### config.mk
export PLATFORM = sky130hd
export DESIGN_NAME = gcd_req_m
export DESIGN_NICKNAME = d
export VERILOG_FILES = /design/src/rtl/gcd_req_m.sv
export SDC_FILE = /design/constraint.sdc
export NUM_CORES = 1
export LEC_CHECK = 0
export ABC_AREA = 1
export CAP_MARGIN = 40
export CORE_ASPECT_RATIO = 0.6
export CORE_MARGIN = 2
export CORE_UTILIZATION = 40
export DETAILED_ROUTE_END_ITERATION = 10
export DONT_BUFFER_PORTS = 1
export HOLD_SLACK_MARGIN = 0.15
export PLACE_DENSITY = 0.54
export SLEW_MARGIN = 30
export SYNTH_ARGS = -nofsm -noshare
export SYNTH_HDL_FRONTEND = slang
export SYNTH_SLANG_ARGS = --single-unit
### constraint.sdc
create_clock -name clk -period 2.9 [get_ports clk]
set_clock_uncertainty 0.05 [all_clocks]
set_input_delay 0.435 -clock clk [delete_from_list [all_inputs] [get_ports clk]]
set_output_delay 0.435 -clock clk [all_outputs]
set_load 0.01 [all_outputs]
### src/rtl/gcd_req_m.sv
// Requester for an nstart/enable/valid GCD core. It accepts operand pairs on a
// ready/valid port, sequences the core, and returns the result on a ready/valid port.
module gcd_req_m #(
  parameter int unsigned W       = 6,
  parameter int unsigned TIMEOUT = 127,
  parameter int unsigned CNT_W   = 7
) (
  input  logic         clk,
  input  logic         rst,
  input  logic         req_valid,
  output logic         req_ready,
  input  logic [W-1:0] req_a,
  input  logic [W-1:0] req_b,
  output logic         core_nstart,
  output logic         core_enable,
  output logic [W-1:0] core_ain,
  output logic [W-1:0] core_bin,
  input  logic [W-1:0] core_out,
  input  logic         core_valid,
  output logic         rsp_valid,
  input  logic         rsp_ready,
  output logic [W-1:0] rsp_gcd,
  output logic         rsp_err,
  output logic         busy
);

  typedef enum logic [1:0] {
    IDLE = 2'd0,
    LOAD = 2'd1,
    RUN  = 2'd2,
    RESP = 2'd3
  } state_t;

  localparam logic [CNT_W-1:0] CNT_LAST = CNT_W'(TIMEOUT - 1);

  state_t           state;
  logic [CNT_W-1:0] cnt;

  // Sequencer: the operand latches, the result and the run counter are all held here.
  always_ff @(posedge clk) begin
    if (rst) begin
      state    <= IDLE;
      cnt      <= '0;
      rsp_gcd  <= '0;
      rsp_err  <= 1'b0;
      core_ain <= '0;
      core_bin <= '0;
    end else begin
      case (state)
        IDLE: begin
          if (req_valid) begin
            core_ain <= req_a;
            core_bin <= req_b;
            if (req_a == '0 && req_b == '0) begin
              rsp_gcd <= '0;
              rsp_err <= 1'b1;
              state   <= RESP;
            end else if (req_a == '0 || req_b == '0) begin
              // gcd(x, 0) = x; the core is left untouched
              rsp_gcd <= req_a | req_b;
              rsp_err <= 1'b0;
              state   <= RESP;
            end else begin
              cnt   <= '0;
              state <= LOAD;
            end
          end
        end
        LOAD: state <= RUN;
        RUN: begin
          // A completion from the core takes priority over a timeout in the same cycle
          if (core_valid) begin
            rsp_gcd <= core_out;
            rsp_err <= 1'b0;
            state   <= RESP;
          end else if (cnt == CNT_LAST) begin
            rsp_gcd <= '0;
            rsp_err <= 1'b1;
            state   <= RESP;
          end else begin
            cnt <= cnt + CNT_W'(1);
          end
        end
        RESP: begin
          if (rsp_ready) state <= IDLE;
        end
        default: state <= IDLE;
      endcase
    end
  end

  // Port decodes of the registered state only; there is no path from an input to an output.
  assign req_ready   = (state == IDLE);
  assign busy        = (state != IDLE);
  assign core_nstart = (state != LOAD);
  assign core_enable = (state == RUN);
  assign rsp_valid   = (state == RESP);

endmodule

==> results of run 1 <==
kinds of logic after synthesis:
logic type | share of synthesized area [%]
adder cells (fa/ha/maj) | 5.67
buffers and inverters | 8.02
AO/OA/AOI/OAI | 13.9
flip-flops | 36.3
AND/OR/NAND/NOR | 36.1
registers in the layout (all words and copies together) (netlist names):
register and cells:
core_bin 6, cnt 7, rsp_gcd 6, rsp_err 1, state 2, core_ain 6
layer usage:
layer  track usage, %  up-vias  part of all wire, %
met2             25.0       42                   36
met4             2.42        0                 0.19
met3             7.78        2                   11
li1                 -      738                    -
met5                0        -                    0
met1             26.8      607                   53
cells in the mapped netlist (all sizes together):
cell / number / share of area (%)
nor2: 64 / 16
nand2: 46 / 13
dfxtp: 28 / 36
a21oi: 22 / 8.3
inv: 22 / 5.3
nand3: 19 / 6.2
o21ai: 14 / 4.5
ha: 7 / 5.7
clkbuf: 4 / 0.97
buf: 3 / 1.7
nor3: 2 / 0.65
a21o: 1 / 0.57
nand4: 1 / 0.41
o21bai: 1 / 0.49
layout by cell type (no fill, tap or decap), types with 2 or more instances in the layout:
master,count
ha_1,7
clkbuf_8,3
inv_2,4
nand2_2,3
nor3_1,2
nand2_1,41
nor2_1,62
a21oi_2,2
o21ai_0,14
nand3_1,19
a21oi_1,19
inv_1,18
dfxtp_1,28
nand2_4,2
worst max-delay path, delay by kind of cell, from the launching register on:
family                   cells  cell delay [ps]
flip-flops                   1              340
buffers and inverters        2              540
AO/OA/AOI/OAI                2              300
adder cells (fa/ha/maj)      1              380
AND/OR/NAND/NOR              1              300
layout make-up:
| cell class | count | share of cell area, % |
|---|---|---|
| multi-input cells | 177 | 53.1 |
| clock buffers | 3 | 2.55 |
| repair buffers | 2 | 1.08 |
| flip-flops and latches | 28 | 34.6 |
| well taps | 47 | 3.63 |
| inverters | 22 | 5.10 |
stage by stage:
stage	hold slack, ps	utilization (%)
floorplan	429	-
global placement	459	42.6
detailed placement	459	42.6
CTS	156	43.8
global route	273	44.0
finish	267	44.0
report_power, final:
| part | internal [mW] | leakage [nW] | switching (mW) | total, mW |
|---|---|---|---|---|
| clock | 0.0933 | 0.0216 | 0.120 | 0.213 |
| sequential | 0.520 | 0.231 | 0.150 | 0.670 |
| combinational | 0.265 | 0.477 | 0.536 | 0.801 |
how the worst min path moves through the flow:
stage | end | slack (ps)
final | core_ain[5] | 270
after CTS | cnt[2] | 160
after detailed placement | cnt[1] | 460
after global placement | cnt[1] | 460
after floorplan | cnt[1] | 430
after global routing | core_ain[5] | 270
==> results_dict.tcl, run 1 <==
set metrics [dict create \
    core-area_um2 3680 \
    hold_path_class "in -> reg" \
    grt_pass1_wl_um 6350 \
    endpoint "core_ain[5]" \
    cts_max_path_buffers 2 \
    clk_pin_slew_worst_paths_ps 100 \
    worstPathArrival_ps 2140 \
    ir_drop_v 0.000563 \
    rows 17 \
    synth_seq_area_share_pct 36.3 \
    grt_max_degree 26 \
    cts_hold_buf 0 \
    gp_congestion 0.771 \
    synthesis.area_um2 1540 \
    rr_endpoint "core_ain[5]" \
    power_density_nw_per_um2 1040 \
    fin_cells 279 \
    nFillCells 411 \
    area.growth.synth_to_final_pct 4.94 \
    wl_per_cell_um 13.5 \
    floorplan.initialDensity_pct 42.0 \
    dpl_worst_slack_ps 941 \
    cts_buffers 3 \
    diodes 0 \
    cts_tree "done" \
    finalSetupViolCount 0 \
    reg2reg_from "state[0]" \
    drcViolationCount 0 \
    critPathLaunch "state[0]" \
    end_kind "flip-flop" \
    hold_start "req_a[5]" \
    synth_nets 264 \
    worstPathRequired_ps 3060 \
    post_cts_buffers 0 \
    grt_pass1_vias 1263 \
    power.total_mw 1.68 \
    setup_slack_ps 917 \
    critPathMaxStageDelay_ps 400 \
    whs_path_depth 2 \
    clock-root-buffer "clkbuf_8" \
    track_usage_pct 18.3 \
    cp_max_fo 14 \
    tightest_slew_ps 708 \
    clock.fmax_mhz 504 \
    dieArea_um2 4390 \
    drive_above_1_share_pct 8.19 \
    final_cell_area_um2 1620 \
    clock-sinks 28 \
    ff_latch_area_um2 561 \
    clk_latency_ps 270 \
    die_y_um 52.1 \
    critPathKind "reg -> reg" \
    worstSetupStartpointType "flip-flop" \
    fp.dieW_um 84.2 \
    yosysWarningCount 0 \
    synth.avg_cell_area_um2 6.60 \
    netlist_instances 234 \
    r2r_setup_slack_ps 920 \
    postPlaceCellArea_um2 1570 \
    leakage_nw 0.729 \
    synth.distinct_cells 22 \
    dp_cells 275 \
    drt_iter0_drc 96 \
    multi_input_area_um2 860 \
    ant_nets 0 \
    maxCapViolCount 0 \
    routed_wl_um 3760 \
    grt-ovfl-total 0 \
    vias 1389 \
    min_period_ps 1980 \
    rsz0062_at_grt "false" \
    status "finished clean" \
    ctsResizeCount 0 \
    slowest_stage "inv_1" \
    drt_first_pass_iters 4 \
    crit_path_cell_trace "inv_1, ha_1, nand2_1, inv_1, o21ai_0, a21oi_1" \
    cts_max_level 1 \
    fin_setup_tns_ps 0 \
    nNetsFinal 264 \
    via_per_inst 4.98 \
    antenna_found_initial 0 \
    slew_viol_final 0 \
    final_hold_viol_count 0 \
    fin_crit_sh_pct 68.4 \
    cp_common_cell "inv_1" \
    numPortBuffers 0 \
    yosys_register_bits 28 \
    r2r_cells 6 \
    hpwlAfterDp_um 2830 \
    relSlewSlack_pct 52.7 \
    ioPinCount 47 \
]
(Power assumes the default switching activity.)
==> run 2: changes to the inputs <==
==> constraint.sdc (replaced) <==
create_clock -name clk -period 1.9 [get_ports clk]
set_clock_uncertainty 0.05 [all_clocks]
set_input_delay 0.285 -clock clk [delete_from_list [all_inputs] [get_ports clk]]
set_output_delay 0.285 -clock clk [all_outputs]
set_load 0.01 [all_outputs]
==> results_dict.tcl, run 2 (synthesis gave the netlist of run 1 again) <==
set metrics [dict create \
    via_per_inst 4.92 \
    slew_viol_final 0 \
    nFillCells 385 \
    dieArea_um2 4390 \
    setup_slack_ps 238 \
    power.total_mw 2.90 \
    drcViolationCount 0 \
    gp_congestion 0.797 \
    grtUsageMet3_pct 7.46 \
    routed_wl_um 3850 \
    maxCapViolCount 0 \
    cp_common_cell "nor2_1" \
    floorplan.initialDensity_pct 42.0 \
    clk_latency_ps 270 \
    core-area_um2 3680 \
    track_usage_pct 19.0 \
    fin_setup_tns_ps 0 \
    switching_power_mw 1.26 \
    cp_max_fo 8 \
    clockPowerShare_pct 16.2 \
    clock-sinks 28 \
    critPathMaxStageDelay_ps 340 \
    postPlaceCellArea_um2 1610 \
    clock.fmax_mhz 602 \
    wl_per_cell_um 13.0 \
    nNetsFinal 281 \
    ioPinCount 47 \
    clock-root-buffer "clkbuf_8" \
    ant_nets 0 \
    leakage_nw 0.823 \
    cts_max_path_buffers 2 \
    antenna_found_initial 0 \
    regMostFlops "cnt" \
    tightest_slew_ps 347 \
    worstSetupStartpointType "flip-flop" \
    grt-busiest-layer "met1" \
    mostFrequentLayoutCells "nor2_1 (62), nand2_1 (41), dfxtp_1 (28)" \
    pwr-share-seq_pct 35.4 \
    status "finished clean" \
    final_cell_area_um2 1820 \
    min_period_ps 1660 \
    dpl_worst_slack_ps 137 \
    cts_buffers 3 \
    swShare_pct 43.6 \
    cts_tree "done" \
    grt_pass1_vias 1286 \
    vias 1462 \
    rsz0062_at_grt "false" \
    drive_above_1_share_pct 11.2 \
    cts_max_level 1 \
    final_hold_viol_count 0 \
    drt_iter0_drc 83 \
    fin_crit_sh_pct 87.5 \
    use_met1_pct 29.2 \
    grt_max_degree 17 \
    area.growth.synth_to_final_pct 17.7 \
    drt_first_pass_iters 4 \
    end_kind "flip-flop" \
    numPortBuffers 0 \
    dp_cells 281 \
    finish.utilization_pct 49.4 \
    largest_reg_flops 7 \
    cp_num_buf_inv 3 \
    final_common_cell "nor2_1" \
    hold_path_class "in -> reg" \
    grt_pass1_wl_um 6470 \
    slowest_stage "dfxtp_1" \
    diodes 0 \
    grt-ovfl-total 0 \
    worstPathRequired_ps 2030 \
    rows 17 \
    die_y_um 52.1 \
    hpwlAfterDp_um 2890 \
    use_met2_pct 24.6 \
    p_comb_share_pct 48.5 \
    fp.dieW_um 84.2 \
    hold_ws_ps 167 \
    power_density_nw_per_um2 1590 \
    critPathTopFamily "simple AND/OR/NAND/NOR gates" \
    relSlewSlack_pct 76.9 \
    clk_pin_slew_worst_paths_ps 100 \
    critPathKind "reg -> reg" \
    finalSetupViolCount 0 \
    p_int_mw 1.63 \
    crit_path_cell_trace "inv_1, ha_1, inv_2, nand2_1, nand2_2, nor2_1, nand2_1, inv_2, nand2_4, nor2_1, nor2_1" \
    ir_drop_v 0.000839 \
    fin_cells 297 \
    worstPathArrival_ps 1790 \
]
==> run 2: worst reg2reg max path: stages, from the launching register on <==
cell and delay [ps]:
dfxtp_1 340, inv_1 120, ha_1 260, inv_2 100
nand2_1 90, nand2_2 70, nor2_1 90, nand2_1 70
inv_2 130, nand2_4 100, nor2_1 110, nor2_1 50
==> run 2: path summary, 6_finish.rpt <==
path / startpoint / to / slack (ps) / cells past startpoint
min reg2reg: core_bin[0] / core_bin[0] / 490 / 2
max reg2reg: state[0] / cnt[5] / 240 / 11
max: state[0] / cnt[5] / 240 / 11
min: req_b[3] / core_bin[3] / 170 / 2
==> run 2: per-layer routing <==
metal / up-vias / part of all wire (%)
li1: 775 / -
met1: 629 / 54
met2: 56 / 35
met3: 2 / 10
met4: 0 / 0.60
met5: - / 0
==> run 2: layout make-up <==
class	count	area, µm²	area share (%)
repair buffers	19	183	10.0
clock buffers	3	41.3	2.27
flip-flops and latches	28	561	30.8
multi-input cells	177	862	47.4
inverters	22	82.6	4.54
well taps	47	58.8	3.23
clock inverters	1	30.0	1.65
==> run 2: repair_timing <==
action,in CTS,in global routing
setup buffers,0,1
endpoints found under the setup margin,0,5
hold endpoints to repair,13,0
gates resized for setup,0,1
hold buffers,11,0
==> run 2: power groups by stage <==
stage | logic, mW | registers, mW | clock network (mW)
5_1_grt | 1.61 | 1.05 | 0.502
3_3_place_gp | 1.30 | 1.04 | 0
4_1_cts | 1.32 | 1.03 | 0.481
3_5_place_dp | 1.29 | 1.04 | 0
6_report | 1.40 | 1.02 | 0.468
2_1_floorplan | 1.07 | 0.993 | 0
==> run 3: changes to the inputs <==
--- a/config.mk
+++ b/config.mk
@@ -7,9 +7,9 @@
 export LEC_CHECK = 0
 export ABC_AREA = 1
 export CAP_MARGIN = 40
-export CORE_ASPECT_RATIO = 0.6
 export CORE_MARGIN = 2
 export CORE_UTILIZATION = 40
+export CTS_CLUSTER_SIZE = 16
 export DETAILED_ROUTE_END_ITERATION = 10
 export DONT_BUFFER_PORTS = 1
 export HOLD_SLACK_MARGIN = 0.15
==> results_dict.tcl, run 3 (synthesis gave the netlist of run 1 again) <==
set metrics [dict create \
    area.growth.synth_to_final_pct 17.5 \
    r2r_setup_slack_ps 270 \
    final_common_cell "nor2_1" \
    cp_max_fo 10 \
    use_met2_pct 31.5 \
    grt_pass1_wl_um 6490 \
    antenna_found_initial 0 \
    finalSetupViolCount 0 \
    die_y_um 66.1 \
    postPlaceCellArea_um2 1620 \
    clk_pin_slew_worst_paths_ps 100 \
    cts_hold_buf 12 \
    ctsResizeCount 0 \
    finish.utilization_pct 49.2 \
    grt_pass1_vias 1429 \
    drt_iter0_drc 110 \
    hold_start "req_b[2]" \
    fp.dieW_um 66.1 \
    rows 22 \
    drive_above_1_share_pct 10.8 \
    worstSetupStartpointType "flip-flop" \
    crit_path_cell_trace "inv_1, ha_1, inv_2, nand2_1, nand2_2, a21oi_4, buf_4, a21oi_1, nor2_1" \
    cts_max_level 1 \
    critPathMaxStageDelay_ps 340 \
    clock.fmax_mhz 612 \
    slew_viol_final 0 \
    min_period_ps 1630 \
    drt_first_pass_iters 4 \
    critPathLaunch "state[0]" \
    grt-busiest-layer "met2" \
    via_per_inst 4.81 \
    clock-sinks 28 \
    regMostFlops "cnt" \
    relSlewSlack_pct 76.7 \
    ant_nets 0 \
    fin_crit_sh_pct 85.9 \
    grt_max_degree 17 \
    reg2reg_from "state[0]" \
    final_cell_area_um2 1810 \
    status "finished clean" \
    grt-ovfl-total 0 \
    end_kind "flip-flop" \
    gp_congestion 0.875 \
    hpwlAfterDp_um 2820 \
    ir_drop_v 0.000672 \
    clk_latency_ps 280 \
    cts_buffers 3 \
    final_hold_viol_count 0 \
    grtUsageMet3_pct 4.26 \
    cts_max_path_buffers 2 \
    floorplan.initialDensity_pct 41.9 \
    wl_per_cell_um 12.5 \
    drcViolationCount 0 \
    leakage_nw 0.824 \
    worstPathArrival_ps 1810 \
    slowest_stage "dfxtp_1" \
    rsz0062_at_grt "false" \
    mostFrequentLayoutCells "nor2_1 (62), nand2_1 (41), dfxtp_1 (28)" \
    power_density_nw_per_um2 1550 \
    use_met1_pct 25.2 \
    maxCapViolCount 0 \
    routed_wl_um 3750 \
    numPortBuffers 0 \
    track_usage_pct 19.4 \
    largest_reg_flops 7 \
    dieArea_um2 4370 \
    critPathKind "reg -> reg" \
    clock-root-buffer "clkbuf_8" \
    worstPathRequired_ps 2080 \
    tightest_slew_ps 350 \
    hold_path_class "in -> reg" \
    cts_tree "done" \
    post_cts_buffers 0 \
    vias 1437 \
    fin_setup_tns_ps 0 \
    ioPinCount 47 \
    power.total_mw 2.82 \
    core-area_um2 3690 \
    nNetsFinal 282 \
    diodes 0 \
]
==> run 3: critical path: cells and delay by family, from the launching register on <==
family,cells,cell delay [ps]
compound gates,2,310
fa+ha+maj,1,230
buf+inv,3,400
flops,1,340
simple gates,3,240
==> run 3: worst paths after layout <==
check	to	depth (start not counted)
hold reg to reg	core_bin[3]	2
setup / recovery	rsp_gcd[4]	9
setup reg to reg	rsp_gcd[4]	9
hold / removal	core_bin[2]	2
==> run 3: cell type report <==
class	count	area (µm²)
Sequential cell	28	561
Inverter	22	82.6
Clock inverter	1	30.0
Multi-Input combinational cell	177	860
Tap cell	48	60.1
Fill cell	409	1870
Clock buffer	3	41.3
Timing Repair Buffer	20	180
==> run 3: routing by layer <==
metal	part of all wire (%)	vias to the layer above
met2	44	44
li1	-	773
met5	0	-
met4	1.5	0
met3	6.6	5
met1	48	615
==> run 3: power breakdown <==
group	internal (mW)	switching [mW]	total (mW)	leakage (nW)
sequential	0.793	0.221	1.01	0.231
combinational	0.507	0.819	1.33	0.557
clock	0.282	0.196	0.478	0.0357
==> run 3: stage by stage <==
stage                     cells  worst slack [ps]  hold slack [ps]
after detailed placement    283               280              308
after global routing        299               118              190
after floorplan             234               317              304
final                       299               267              187
after global placement      283               291              307
after CTS                   299               252              168
